File: config.mk
export PLATFORM = sky130hd
export DESIGN_NAME = pkt_rx_crc
export DESIGN_NICKNAME = d
export VERILOG_FILES = /design/src/rtl/pkt_rx_crc.sv
export SDC_FILE = /design/constraint.sdc
export NUM_CORES = 1
export LEC_CHECK = 0
export BUFFER_PORTS_ARGS = -buffer_cell sky130_fd_sc_hd__buf_2
export CAP_MARGIN = 20
export CORE_MARGIN = 8
export CORE_UTILIZATION = 45
export DETAILED_ROUTE_END_ITERATION = 6
export PLACE_DENSITY = 0.69
export SYNTH_ARGS = -nofsm -noshare
export SYNTH_HDL_FRONTEND = slang
export SYNTH_SLANG_ARGS = --single-unit
File: constraint.sdc
create_clock -name clk -period 2.2 [get_ports clk]
set_input_delay 0.22 -clock clk [delete_from_list [all_inputs] [get_ports clk]]
set_output_delay 0.22 -clock clk [all_outputs]
set_load 0.02 [all_outputs]
File: src/rtl/pkt_rx_crc.sv
// Packet receiver: parses header/payload/CRC-8 bytes, pushes header and payload
// into the downstream FIFO speculatively, then commits or flushes on the CRC verdict.
module pkt_rx_crc #(
    parameter int DATA_WIDTH = 8,
    parameter int ADDR_WIDTH = 2,
    parameter int CNT_WIDTH  = 16
) (
    input  logic                  clk,
    input  logic                  rst_n,
    input  logic [DATA_WIDTH-1:0] in_data,
    input  logic                  in_valid,
    input  logic                  fifo_full,
    output logic [DATA_WIDTH-1:0] fifo_data,
    output logic                  fifo_push,
    output logic                  fifo_wr_ptr_upd,
    output logic                  fifo_flush,
    output logic [ADDR_WIDTH-1:0] pkt_dest,
    output logic                  pkt_ok,
    output logic                  pkt_err,
    output logic [CNT_WIDTH-1:0]  ok_cnt,
    output logic [CNT_WIDTH-1:0]  err_cnt
);

    localparam int LEN_WIDTH = DATA_WIDTH - ADDR_WIDTH;
    localparam logic [DATA_WIDTH-1:0] POLY = DATA_WIDTH'(8'h07);

    typedef enum logic [1:0] {
        IDLE,
        PAYLOAD,
        CRC
    } state_t;

    state_t                 state, state_next;
    logic [DATA_WIDTH-1:0]  crc_r;
    logic [LEN_WIDTH-1:0]   rem_cnt;
    logic [ADDR_WIDTH-1:0]  dest_r;
    logic                   ovf_r;

    logic                   take_byte;
    logic                   crc_check;
    logic                   ovf_now;
    logic                   crc_good;

    function automatic logic [DATA_WIDTH-1:0] crc_step(input logic [DATA_WIDTH-1:0] crc,
                                                       input logic [DATA_WIDTH-1:0] b);
        logic [DATA_WIDTH-1:0] c;
        c = crc ^ b;
        for (int i = 0; i < DATA_WIDTH; i++) begin
            c = c[DATA_WIDTH-1] ? ({c[DATA_WIDTH-2:0], 1'b0} ^ POLY) : {c[DATA_WIDTH-2:0], 1'b0};
        end
        return c;
    endfunction

    // A push still in flight when the CRC byte arrives belongs to this packet,
    // so the verdict folds in the current push/full pair as well as the sticky flag.
    always_comb begin
        state_next = state;
        take_byte  = 1'b0;
        crc_check  = 1'b0;
        ovf_now    = ovf_r | (fifo_push & fifo_full);
        crc_good   = (in_data == crc_r) && !ovf_now;
        case (state)
            IDLE: begin
                if (in_valid) begin
                    take_byte  = 1'b1;
                    state_next = (in_data[DATA_WIDTH-1:ADDR_WIDTH] == '0) ? CRC : PAYLOAD;
                end
            end
            PAYLOAD: begin
                if (in_valid) begin
                    take_byte = 1'b1;
                    if (rem_cnt == LEN_WIDTH'(1)) state_next = CRC;
                end
            end
            CRC: begin
                if (in_valid) begin
                    crc_check  = 1'b1;
                    state_next = IDLE;
                end
            end
            default: state_next = IDLE;
        endcase
    end

    always_ff @(posedge clk or negedge rst_n) begin
        if (!rst_n) begin
            state           <= IDLE;
            crc_r           <= '0;
            rem_cnt         <= '0;
            dest_r          <= '0;
            ovf_r           <= 1'b0;
            fifo_data       <= '0;
            fifo_push       <= 1'b0;
            fifo_wr_ptr_upd <= 1'b0;
            fifo_flush      <= 1'b0;
            pkt_dest        <= '0;
            pkt_ok          <= 1'b0;
            pkt_err         <= 1'b0;
            ok_cnt          <= '0;
            err_cnt         <= '0;
        end else begin
            state           <= state_next;
            fifo_push       <= take_byte;
            fifo_wr_ptr_upd <= crc_check & crc_good;
            pkt_ok          <= crc_check & crc_good;
            fifo_flush      <= crc_check & !crc_good;
            pkt_err         <= crc_check & !crc_good;
            ovf_r           <= crc_check ? 1'b0 : ovf_now;

            if (take_byte) begin
                fifo_data <= in_data;
                crc_r     <= crc_step(crc_r, in_data);
            end else if (crc_check) begin
                crc_r <= '0;
            end

            if (take_byte && state == IDLE) begin
                rem_cnt <= in_data[DATA_WIDTH-1:ADDR_WIDTH];
                dest_r  <= in_data[ADDR_WIDTH-1:0];
            end else if (take_byte) begin
                rem_cnt <= rem_cnt - LEN_WIDTH'(1);
            end

            if (crc_check && crc_good) begin
                pkt_dest <= dest_r;
                if (ok_cnt != '1) ok_cnt <= ok_cnt + CNT_WIDTH'(1);
            end
            if (crc_check && !crc_good) begin
                if (err_cnt != '1) err_cnt <= err_cnt + CNT_WIDTH'(1);
            end
        end
    end

endmodule
==> out/metrics.cfg <==
[status]
status=complete, no violations

[global_route]
grt_antenna_before_repair=0
grt_max_degree=64
overflow=0
grt_pass1_vias=2366
grt_pass1_wl_um=11200
grtUsageTotal=0.140

[setup_path]
r2r-start=crc_r[4]
crit_fanout=14
startpoint=crc_r[4]
arrival_ns=2.22
end_kind=flop
worstSetupPathType=reg -> reg
critPathLaunchType=flop
crit_required_ns=2.42

[synthesis]
synth_cells=300
yosys.area.top_type_share=0.510
syn_nets=319
ys_seq_area_frac=0.510
yosys.area.top_type=dfrtp_1
syn_area_um2=3140
synth-edff-count=0
ys_top_cells_by_area=dfrtp_1, xnor2_1, nand2_1
synth.distinct_cells=41
ys.flop_type=dfrtp_1
avgSynthCellArea_um2=10.5
ys.warnings.count=0
synth-seq-cells=64
synthArstFlopShare=1.00

[timing]
worstMarginPinSlew_ns=0.539
period_share=0.911
setup_viol=0
rsz0062_at_grt=no
hold_viol=0
slew_viol_final=0
fin_worst_skew_ns=0.00849
finalCriticalPeriod_ns=2.00
relSlewSlack=0.640
max_freq_mhz=499
fin_setup_tns_ns=0

[clock_network]
cts.reportedPaths.clkPinSlew_ns=0.07
htreeDepth=3
clk_latency_ns=0.33
cts-resized-gates=0
cts.sinks=64
max-clock-path-buffers=2
cts_made_buffers=9
cts-root-buf=clkbuf_8
cts_tree=done
ctsHoldBuffers=1
cts_setup_buffers=0

[floorplanning]
row_count=30
start_util=0.463
io_pins=59
coreArea_um2=6790
die_width_um=99.6
fp.dieH_um=99.6
die-area_um2=9920

[place]
routabilityCongestion=0.757
portBuffers=58
hpwlAfterDp_um=4760

[power]
p_clk_frac=0.218
internal-power_uw=2570
switching_share=0.364
leakage_uw=0.00185
peakVddDrop_mv=0.476
power.switching_uw=1470
power_uw=4040
power_density_nw_per_um2=1070
power_frac_seq=0.413
power_frac_comb=0.369

[layout]
final_layout_size_suffix_gt1_frac=0.254
syn_to_final_growth_pct=19.7
antenna_cells=0
layout_common_cells=dfrtp_1, buf_2, nand2_1
nets=389
final_common_cell=dfrtp_1
fin_util=0.554
fillers=607

[route]
route.vias.total=2357
wl_per_cell_um=13.8
ant_nets=0
drt-total-wl_um=6480
first_iter_violations=101
drtPass1Iterations=4
drc=0
post_drt_via_cell_ratio=5.01

[min_path]
min_from=in_valid
min_path_type=in -> reg

[run]
max_cap_viol_count=0

==> worst paths after layout <==
kind	end	slack, ns	cells after the start
hold / removal	ovf_r	0.15	2
max in group asynchronous	fifo_data[7]	1.48	3
setup / recovery	ok_cnt[1]	0.20	7
setup reg to reg	ok_cnt[1]	0.20	7
min in group asynchronous	err_cnt[9]	0.21	2
hold reg to reg	fifo_data[4]	0.47	2
==> synthesized netlist by cell type, types with 4 or more instances <==
master	count
o22ai_1	7
and3_1	9
nand4_1	10
nand3_1	12
o21ai_0	11
ha_1	7
clkbuf_1	4
a21oi_1	9
nor2_1	12
mux2_2	5
inv_1	8
xor2_1	15
nand2_1	55
dfrtp_1	64
xnor2_1	35
==> sequential cells by signal, indices dropped and copies added, names as in the netlist <==
| register | count |
|---|---|
| ok_cnt | 16 |
| rem_cnt | 6 |
| pkt_err | 1 |
| state | 2 |
| ovf_r | 1 |
| dest_r | 2 |
| fifo_push | 1 |
| pkt_ok | 1 |
| crc_r | 8 |
| pkt_dest | 2 |
| err_cnt | 16 |
| fifo_data | 8 |
==> final cells by class <==
type | count | area [µm²] | share of cell area
inverters | 8 | 30.0 | 0.00798
well taps | 96 | 120 | 0.0319
multi-input cells | 219 | 1460 | 0.388
clock buffers | 12 | 155 | 0.0412
flip-flops and latches | 64 | 1600 | 0.426
repair buffers | 68 | 380 | 0.101
clock inverters | 3 | 17.5 | 0.00465
==> per-stage QoR <==
stage / hold slack [ns] / cells / setup slack (ns) / area, µm²
4_1_cts: 0.138 / 470 / 0.175 / 3760
2_1_floorplan: -0.0756 / 300 / 0.228 / 3140
5_1_grt: 0.160 / 470 / 0.0910 / 3760
6_report: 0.152 / 470 / 0.197 / 3760
3_5_place_dp: 0.0200 / 454 / 0.191 / 3580
3_3_place_gp: 0.0194 / 454 / 0.202 / 3580
==> per-layer routing <==
layer,routed length [µm],track usage,share of wire
met4,78,0.0524,0.012
met5,0,0,0
met3,369,0.0461,0.057
met1,3070,0.180,0.47
met2,2960,0.214,0.46
==> cells by family after synthesis <==
family	synth area share
AOI/OAI and AO/OA	0.0772
xor gates and xnor gates	0.147
adders and majority gates	0.0279
buffers and inverters	0.0263
DFF	0.510
muxes	0.0279
and+or+nand+nor	0.184
==> worst max-delay path, cell delays in order, from the launching register on <==
cell      delay (ns)
dfrtp_1         0.39
xnor2_1         0.24
ha_1            0.19
and3_1          0.20
nand4_1         0.12
a211oi_2        0.16
buf_4           0.23
mux2_2          0.35
==> power by group through the flow <==
stage | Combinational [µW] | Sequential, µW | Clock (µW)
6_report | 1490 | 1670 | 880
5_1_grt | 1680 | 1700 | 978
4_1_cts | 1510 | 1670 | 911
3_5_place_dp | 1500 | 1690 | 0
3_3_place_gp | 1470 | 1670 | 0
2_1_floorplan | 986 | 1760 | 0
Power figures use the tool's default switching activity.
